## src/rtl/fpu_issue_ctrl_pkg.sv

```systemverilog
// Shared encodings for the FPU issue sequencer: FSM states, rounding modes,
// fflags bit positions and the captured-response record.
package fpu_issue_ctrl_pkg;

   localparam logic [1:0] ST_IDLE  = 2'd0;
   localparam logic [1:0] ST_ISSUE = 2'd1;
   localparam logic [1:0] ST_WAIT  = 2'd2;
   localparam logic [1:0] ST_RESP  = 2'd3;

   localparam logic [2:0] RM_RNE = 3'b000;
   localparam logic [2:0] RM_RTZ = 3'b001;
   localparam logic [2:0] RM_RDN = 3'b010;
   localparam logic [2:0] RM_RUP = 3'b011;
   localparam logic [2:0] RM_RMM = 3'b100;
   localparam logic [2:0] RM_DYN = 3'b111;

   localparam int FF_NV = 4;
   localparam int FF_DZ = 3;
   localparam int FF_OF = 2;
   localparam int FF_UF = 1;
   localparam int FF_NX = 0;

   localparam logic [31:0] CANON_NAN = 32'h7FC0_0000;

   typedef struct packed {
      logic [31:0] data;
      logic [4:0]  rd;
      logic        illegal;
      logic [4:0]  flags;
   } rsp_t;

   function automatic logic rm_is_static(input logic [2:0] rm);
      case (rm)
         RM_RNE, RM_RTZ, RM_RDN, RM_RUP, RM_RMM: rm_is_static = 1'b1;
         default:                                rm_is_static = 1'b0;
      endcase
   endfunction

endpackage

```

## src/rtl/fpu_rm_resolve.sv

```systemverilog
// Rounding-mode resolution: DYN selects fcsr.frm; anything that does not end
// up as one of the five static modes is reported illegal.
module fpu_rm_resolve
   import fpu_issue_ctrl_pkg::*;
(
   input  logic [2:0] rm_i,
   input  logic [2:0] frm_i,
   output logic [2:0] rm_o,
   output logic       illegal_o
);

   always_comb begin
      rm_o      = (rm_i == RM_DYN) ? frm_i : rm_i;
      illegal_o = !rm_is_static(rm_o);
   end

endmodule

```

## src/rtl/fpu_issue_ctrl.sv

```systemverilog
// Issue sequencer between F-extension decode and the FPU_S datapath:
// one operation in flight, latency timer plus busy wait, one-shot fflags update.
//
// state    | meaning
// ST_IDLE  | ready for a request
// ST_ISSUE | operands held, start pulse to the FPU
// ST_WAIT  | latency down-counter, then wait for busy to drop
// ST_RESP  | response presented to writeback until accepted
module fpu_issue_ctrl
   import fpu_issue_ctrl_pkg::*;
#(
   parameter int MIN_LAT = 1,
   parameter int CNT_W   = 4
) (
   input  logic        clk,
   input  logic        rstLow,
   input  logic        flush_i,
   input  logic        req_valid_i,
   output logic        req_ready_o,
   input  logic [31:0] req_rs1_i,
   input  logic [31:0] req_rs2_i,
   input  logic [31:0] req_rs3_i,
   input  logic [4:0]  req_funct5_i,
   input  logic [2:0]  req_rm_i,
   input  logic [4:0]  req_rd_i,
   input  logic [2:0]  fcsr_frm_i,
   output logic [31:0] fpu_rs1_o,
   output logic [31:0] fpu_rs2_o,
   output logic [31:0] fpu_rs3_o,
   output logic [4:0]  fpu_funct5_o,
   output logic [2:0]  fpu_frm_o,
   output logic        fpu_start_o,
   input  logic [31:0] fpu_res_i,
   input  logic [4:0]  fpu_fflags_i,
   input  logic        fpu_busy_i,
   output logic        rsp_valid_o,
   input  logic        rsp_ready_i,
   output logic [31:0] rsp_data_o,
   output logic [4:0]  rsp_rd_o,
   output logic        rsp_illegal_o,
   output logic        fflags_set_valid_o,
   output logic [4:0]  fflags_set_o
);

   logic [1:0]       state_q, state_d;
   logic [31:0]      rs1_q, rs1_d, rs2_q, rs2_d, rs3_q, rs3_d;
   logic [4:0]       funct5_q, funct5_d;
   logic [2:0]       frm_q, frm_d;
   logic [CNT_W-1:0] cnt_q, cnt_d;
   rsp_t             rsp_q, rsp_d;

   logic       accept;
   logic [2:0] rm_res;
   logic       rm_illegal;

   fpu_rm_resolve u_rm_resolve (
      .rm_i      (req_rm_i),
      .frm_i     (fcsr_frm_i),
      .rm_o      (rm_res),
      .illegal_o (rm_illegal)
   );

   assign req_ready_o = (state_q == ST_IDLE) & !flush_i & rstLow;
   assign accept      = req_valid_i & req_ready_o;

   always_comb begin
      state_d  = state_q;
      rs1_d    = rs1_q;
      rs2_d    = rs2_q;
      rs3_d    = rs3_q;
      funct5_d = funct5_q;
      frm_d    = frm_q;
      cnt_d    = cnt_q;
      rsp_d    = rsp_q;
      // A flush abandons whatever is in flight; nothing is captured that cycle.
      if (flush_i) begin
         state_d = ST_IDLE;
      end else begin
         case (state_q)
            ST_IDLE: begin
               if (accept) begin
                  rs1_d         = req_rs1_i;
                  rs2_d         = req_rs2_i;
                  rs3_d         = req_rs3_i;
                  funct5_d      = req_funct5_i;
                  frm_d         = rm_res;
                  rsp_d.data    = '0;
                  rsp_d.rd      = req_rd_i;
                  rsp_d.illegal = rm_illegal;
                  rsp_d.flags   = '0;
                  state_d       = rm_illegal ? ST_RESP : ST_ISSUE;
               end
            end
            ST_ISSUE: begin
               // WAIT is entered one cycle after start, so it holds MIN_LAT-1.
               cnt_d   = CNT_W'(MIN_LAT - 1);
               state_d = ST_WAIT;
            end
            ST_WAIT: begin
               if (cnt_q != '0) begin
                  cnt_d = cnt_q - CNT_W'(1);
               end else if (!fpu_busy_i) begin
                  rsp_d.data  = fpu_res_i;
                  rsp_d.flags = fpu_fflags_i;
                  state_d     = ST_RESP;
               end
            end
            ST_RESP: begin
               if (rsp_ready_i) begin
                  state_d = ST_IDLE;
               end
            end
            default: state_d = ST_IDLE;
         endcase
      end
   end

   always_ff @(posedge clk or negedge rstLow) begin
      if (!rstLow) begin
         state_q  <= ST_IDLE;
         rs1_q    <= '0;
         rs2_q    <= '0;
         rs3_q    <= '0;
         funct5_q <= '0;
         frm_q    <= '0;
         cnt_q    <= '0;
         rsp_q    <= '0;
      end else begin
         state_q  <= state_d;
         rs1_q    <= rs1_d;
         rs2_q    <= rs2_d;
         rs3_q    <= rs3_d;
         funct5_q <= funct5_d;
         frm_q    <= frm_d;
         cnt_q    <= cnt_d;
         rsp_q    <= rsp_d;
      end
   end

   assign fpu_rs1_o    = rs1_q;
   assign fpu_rs2_o    = rs2_q;
   assign fpu_rs3_o    = rs3_q;
   assign fpu_funct5_o = funct5_q;
   assign fpu_frm_o    = frm_q;
   assign fpu_start_o  = (state_q == ST_ISSUE) & !flush_i;

   assign rsp_valid_o   = (state_q == ST_RESP) & !flush_i;
   assign rsp_data_o    = rsp_q.data;
   assign rsp_rd_o      = rsp_q.rd;
   assign rsp_illegal_o = rsp_q.illegal;

   assign fflags_set_valid_o = rsp_valid_o & rsp_ready_i;
   assign fflags_set_o       = fflags_set_valid_o ? rsp_q.flags : 5'b0;

endmodule
```

## config.mk

```make
export PLATFORM = sky130hd
export DESIGN_NAME = fpu_issue_ctrl
export DESIGN_NICKNAME = d
export VERILOG_FILES = /design/src/rtl/fpu_issue_ctrl_pkg.sv /design/src/rtl/fpu_rm_resolve.sv /design/src/rtl/fpu_issue_ctrl.sv
export SDC_FILE = /design/constraint.sdc
export NUM_CORES = 1
export LEC_CHECK = 0
export BUFFER_PORTS_ARGS = -buffer_cell sky130_fd_sc_hd__buf_2
export CORE_MARGIN = 10
export CORE_UTILIZATION = 25
export CTS_CLUSTER_DIAMETER = 120
export DETAILED_ROUTE_END_ITERATION = 8
export PLACE_DENSITY = 0.59
export REMOVE_ABC_BUFFERS = 1
export SETUP_SLACK_MARGIN = 0.2
export SYNTH_ARGS = -nofsm -noshare
export SYNTH_HDL_FRONTEND = slang
export SYNTH_SLANG_ARGS = --single-unit
```

## constraint.sdc

```tcl
create_clock -name clk -period 3.3 [get_ports clk]
set_clock_uncertainty 0.05 [all_clocks]
set_input_delay 0.33 -clock clk [delete_from_list [all_inputs] [get_ports clk]]
set_output_delay 0.33 -clock clk [all_outputs]
set_load 0.01 [all_outputs]
```

Word level (Yosys, flattened, before mapping)
Cells that the tools add are included.
{ "totals": {"word_cells": 66, "output_inout_bits": 151, "register_bits": 153} }
{ "op_classes": {"bitwise_logic": 7, "n_eq_ne": 16, "add_sub_neg": 1, "reduce_logical": 12, "n_mux": 19} }
{ "op_table": {"columns": ["op", "count"], "rows": [
  ["32-bit two-way mux", 2],
  ["32-bit case mux with 2 select lines", 1],
  ["43-bit two-way mux", 1],
  ["5-bit two-way mux", 3],
  ["2-bit two-way mux", 6],
  ["3-bit != test, second input constant", 4],
  ["5-bit case mux with 2 select lines", 1],
  ["2-bit != test, second input constant", 4],
  ["2-bit case mux with 4 select lines", 1],
  ["4-bit case mux with 2 select lines", 1],
  ["1-bit bitwise AND", 6],
  ["3-bit by 2-bit equality test with 1-bit output, second input constant", 2],
  ["3-bit equality test, second input constant", 2],
  ["3-bit AND reduction", 2],
  ["5-bit AND reduction", 1],
  ["5-bit OR reduction", 1],
  ["2-bit equality test, second input constant", 2],
  ["4-bit two-way mux", 1],
  ["4-bit AND reduction", 1],
  ["2-bit nonzero test", 2],
  ["4-bit nonzero test", 1],
  ["4-bit by 1-bit subtractor with 4-bit output, second input constant", 1],
  ["3-bit by 1-bit equality test with 1-bit output, second input constant", 1],
  ["3-bit logical NOT", 1],
  ["other kinds (6)", 7]
]} }

Logic depth before layout (Yosys ltp)
{ "logic_depth": {"word_depth": 9, "ltp_mapped": 9, "ltp_nobuf": 6} }

By module
A second synthesis with hierarchy kept.
{ "hier_totals": {"cells_unflattened": 502, "area_unflattened_um2": 6570.1} }
{ "by_module_without_submodules": {"columns": ["mod", "cells_each", "area_each_um2", "n_inst", "seq_area_each_um2"], "rows": [
  ["fpu_issue_ctrl", 492, 6517.5, 1, 3828.7],
  ["fpu_rm_resolve", 10, 52.6, 1, 0.0]
]} }

Worst setup path after synthesis
Ideal clock, no wire load.
{ "synth_path": {"path_type": "register -> register", "from": "register cnt_q[0]", "to": "register rsp_q (netlist bit rsp_data_o[0])", "stages_incl_launch_ff": 9, "t_arrival_ns": 1.797, "t_required_ns": 3.118, "setup_time_ns": 0.132, "synth_period_minus_slack_ns": 1.979, "path_buffers": 2, "slack_ns": 1.321, "path_cell_list": "dfrtp_1 -> inv_1 -> ha_1 -> or4b_1 -> a221o_1 -> buf_6 -> buf_6 -> nand2_1 -> o21ai_1"} }
{ "synth_between": {"elab_chain_len": 3} }
{ "synth_rtl": {"columns": ["element", "line", "rtl"], "rows": [
  ["start, declared", "fpu_issue_ctrl.sv:49", "logic [CNT_W-1:0] cnt_q, cnt_d;"],
  ["start signal, assigned", "fpu_issue_ctrl.sv:135", "cnt_q <= cnt_d;"],
  ["4-bit nonzero test", "fpu_issue_ctrl.sv:100", "if (cnt_q != '0) begin"],
  ["2-bit != test (no line)", null, null],
  ["5-bit AND reduction (no line)", null, null],
  ["end signal, assigned", "fpu_issue_ctrl.sv:136", "rsp_q <= rsp_d;"],
  ["end, declared", "fpu_issue_ctrl.sv:50", "rsp_t rsp_q, rsp_d;"]
]} }
No other way between the ends.
A chain may end at the register's enable or synchronous reset.

Worst setup path in the final report
{ "layout_path": {"from": "register state_q[0]", "to": "register rsp_q (netlist bit rsp_data_o[6])"} }
{ "layout_between": {"elab_chain_len": 6} }
{ "layout_rtl": {"columns": ["element", "line", "rtl"], "rows": [
  ["start, declared", "fpu_issue_ctrl.sv:45", "logic [1:0] state_q, state_d;"],
  ["start signal, assigned", "fpu_issue_ctrl.sv:129", "state_q <= state_d;"],
  ["2-bit logical NOT", "fpu_issue_ctrl.sv:63, fpu_issue_ctrl.sv:79", null],
  ["1-bit bitwise AND (2 in a row)", "fpu_issue_ctrl.sv:63", "assign req_ready_o = (state_q == ST_IDLE) & !flush_i & rstLow;"],
  ["1-bit bitwise AND", "fpu_issue_ctrl.sv:64", "assign accept = req_valid_i & req_ready_o;"],
  ["2-bit != test (no line)", null, null],
  ["5-bit AND reduction (no line)", null, null]
]} }
Parallel ways exist; a longest one is shown, timed or not.

==> metrics.cfg <==
[run_status]
status=finished clean

[worst_setup_path]
r2r_end=rsp_data_o[6]
critPathKind=flop to flop
rr_startpoint=state_q[0]
regToRegSetupSlack_ns=0.91
worst_ep_arrival_time_ns=2.61
reg2reg_depth=6
worstPathRequired_ns=3.51
start_kind=flop
crit_path_end_kind=flop
path_max_fanout=74

[clocking]
max-clock-path-buffers=2
cts_hold_buf=1
cts_tree=yes
clkSlewWorstSetupHoldPaths_ns=0.07
clkLatencyLatePin_ns=0.41
cts-resized-gates=0
post_cts_buffers=0
htree_levels=4
cts_made_buffers=17
root_buffer=clkbuf_16
clkSinkCount=153

[timing]
timing.final.ws_setup_ns=0.9063
final.setup.tns_ns=0
timing.final.crit_share_pct=72.53
rsz0062_at_grt=false
drv_slew=0
hold_violations=0
worst_pin_slew_ns=0.9580
maxSlewHeadroom_pct=36.13
setup_viol=0
clock.fmax_mhz=417.8
finalCriticalPeriod_ns=2.394

[place]
portBuffers=305
gp_congestion=0.7455
place_inst=1294
postPlaceCellArea_mm2=0.008053
hpwl_um=14820
pre_cts_ws_ns=0.8982

[routing]
firstDrtPassIters=4
ant_nets=0
drc=0
vias=5474
wl_um=19970
first_iter_violations=303
viasPerCell=4.128
wire_per_inst_um=15.06

[pwr]
power_density_mw_per_mm2=899.6
leakage_nw=4.857
swShare_pct=37.13
ir_worst_vdd_uv=311.9
combPwrFrac_pct=34.2
pwr-share-seq_pct=40.4
p_clk_share_pct=25.4
p_int_mw=4.892
p_switching_mw=2.889

[hold_path]
whs_path_depth=3
hold_start=req_funct5_i[1]
hold_path.class=primary input to flop
whs_endpoint=fpu_funct5_o[1]

[global_routing]
grt_pass1_vias=5685
grt_busiest_layer=met2
use_met2_pct=18.15
grt_max_degree=113
grt-ovfl-total=0
gr-usage-all-layers_pct=11.93
grtUsageMet1_pct=14.77
antenna_found_initial=0
grtUsageMet3_pct=5.874
grt_pass1_wl_um=31960

[layout]
diodes=0
multi_input_area_mm2=0.002163
finalNonFillerCells=1326
regArea_mm2=0.003829
drive_above_1_share_pct=37.25
layout_commonest_cell=nand2_1
areaGrowthSynthToFinish_pct=33.08
fillCellCount=2653
post-route-util_pct=34.05
fin_area_mm2=0.008648
layout_common_cells=nand2_1, buf_2, dfrtp_1
finalNetCount=1145

[yosys]
ys_types=31
yosysSeqAreaShare_pct=58.91
ys_seq_elements=153
syn_area_mm2=0.006499
synth_cells=726
synth_area_per_cell_um2=8.951
yosysWarnings=0

[die]
rows=58
ios=306
core_area_mm2=0.02540
dieArea_mm2=0.03284
fp.dieH_um=181.2
start_util_pct=25.59
die_w_um=181.2

[run]
drv_cap=0

==> per-stage QoR <==
| step | hold slack, ns | total power, mW |
|---|---|---|
| 6_report | 0.05108 | 7.780 |
| 3_5_place_dp | 0.09281 | 5.922 |
| 2_1_floorplan | -0.01559 | 4.522 |
| 4_1_cts | 0.02370 | 7.964 |
| 3_3_place_gp | 0.09038 | 5.854 |
| 5_1_grt | 0.02389 | 8.417 |
==> synthesized netlist by cell type <==
library cell  number  area (um2)
ha_1               6       75.07
nand3b_1           1       7.510
mux2_2             1       11.26
nor2_1             1       3.750
buf_4             37       277.8
and4_1             1       8.760
nand2b_1           1       6.260
or3b_2             1       8.760
nor4b_1            1       8.760
a221o_1            1       10.01
nand2_1          402        1509
or4b_1             1       10.01
inv_1              8       30.03
buf_2              6       30.03
and3_1             6       37.54
and3b_1            1       8.760
o21ai_0           10       50.05
clkbuf_1          25       93.84
dfrtp_1          153        3829
and2_1             2       12.51
a311oi_1           2       17.52
xnor2_1            1       8.760
buf_6              7       78.83
o21ai_1           14       70.07
nor3_1             1       5.000
nand4b_1           1       8.760
a21oi_1            5       25.02
mux2i_1            3       30.03
a31oi_1            1       6.260
nor2b_1            3       18.77
o21ai_2           23       201.4
==> power groups by stage <==
stage	sequential, mW	combinational [mW]	clock (mW)
after floorplan	3.55	0.974	0
after global placement	3.15	2.70	0
after detailed placement	3.17	2.75	0
after CTS	3.15	2.75	2.06
after global routing	3.26	3.01	2.14
final	3.14	2.66	1.97
==> kinds of logic after synthesis <==
logic type	count (synthesis)	synth area share [%]
DFF	153	58.91
adders and majority gates	6	1.155
and+or+nand+nor	423	25.45
AOI/OAI and AO/OA	56	5.853
muxes	4	0.6354
buffers and inverters	83	7.855
xor gates and xnor gates	1	0.1348
==> per-layer routing <==
metal	vias up	wire length, um
met5	-	0
met4	0	93
met3	6	2319
met2	231	8729
met1	2497	8827
li1	2740	-
==> state kept, by name (all words and copies together), names as in the netlist <==
register / flops
rsp_q: 5
rsp_rd_o: 5
fpu_rs2_o: 32
fpu_rs3_o: 32
fpu_rs1_o: 32
fpu_funct5_o: 5
state_q: 2
rsp_illegal_o: 1
rsp_data_o: 32
fpu_frm_o: 3
cnt_q: 4
==> final cells by class <==
cell class,count,area share [%]
clock buffer,17,4.919
multi-input combinational,490,25.01
inverter,8,0.3472
tap,330,4.774
sequential,153,44.27
clock inverter,14,1.852
timing repair buffer,314,18.82
==> critical path, stage by stage (launching register included) <==
cell,delay (ns)
dfrtp_1,0.42
inv_1,0.13
ha_1,0.19
buf_4,0.38
a221o_2,0.24
buf_4,0.63
o21ai_1,0.17
==> how the worst max path moves through the flow <==
stage | slack (ns) | end | start | cells past startpoint
4_1_cts | 0.88 | rsp_data_o[6] | state_q[0] | 6
3_5_place_dp | 0.90 | rsp_data_o[6] | state_q[0] | 6
3_3_place_gp | 0.99 | rsp_data_o[4] | state_q[0] | 6
2_1_floorplan | -2.18 | rsp_data_o[10] | state_q[0] | 6
6_report | 0.91 | rsp_data_o[6] | state_q[0] | 6
5_1_grt | 0.66 | rsp_data_o[7] | state_q[0] | 7
Note: power is estimated with default switching activity, not from simulation.
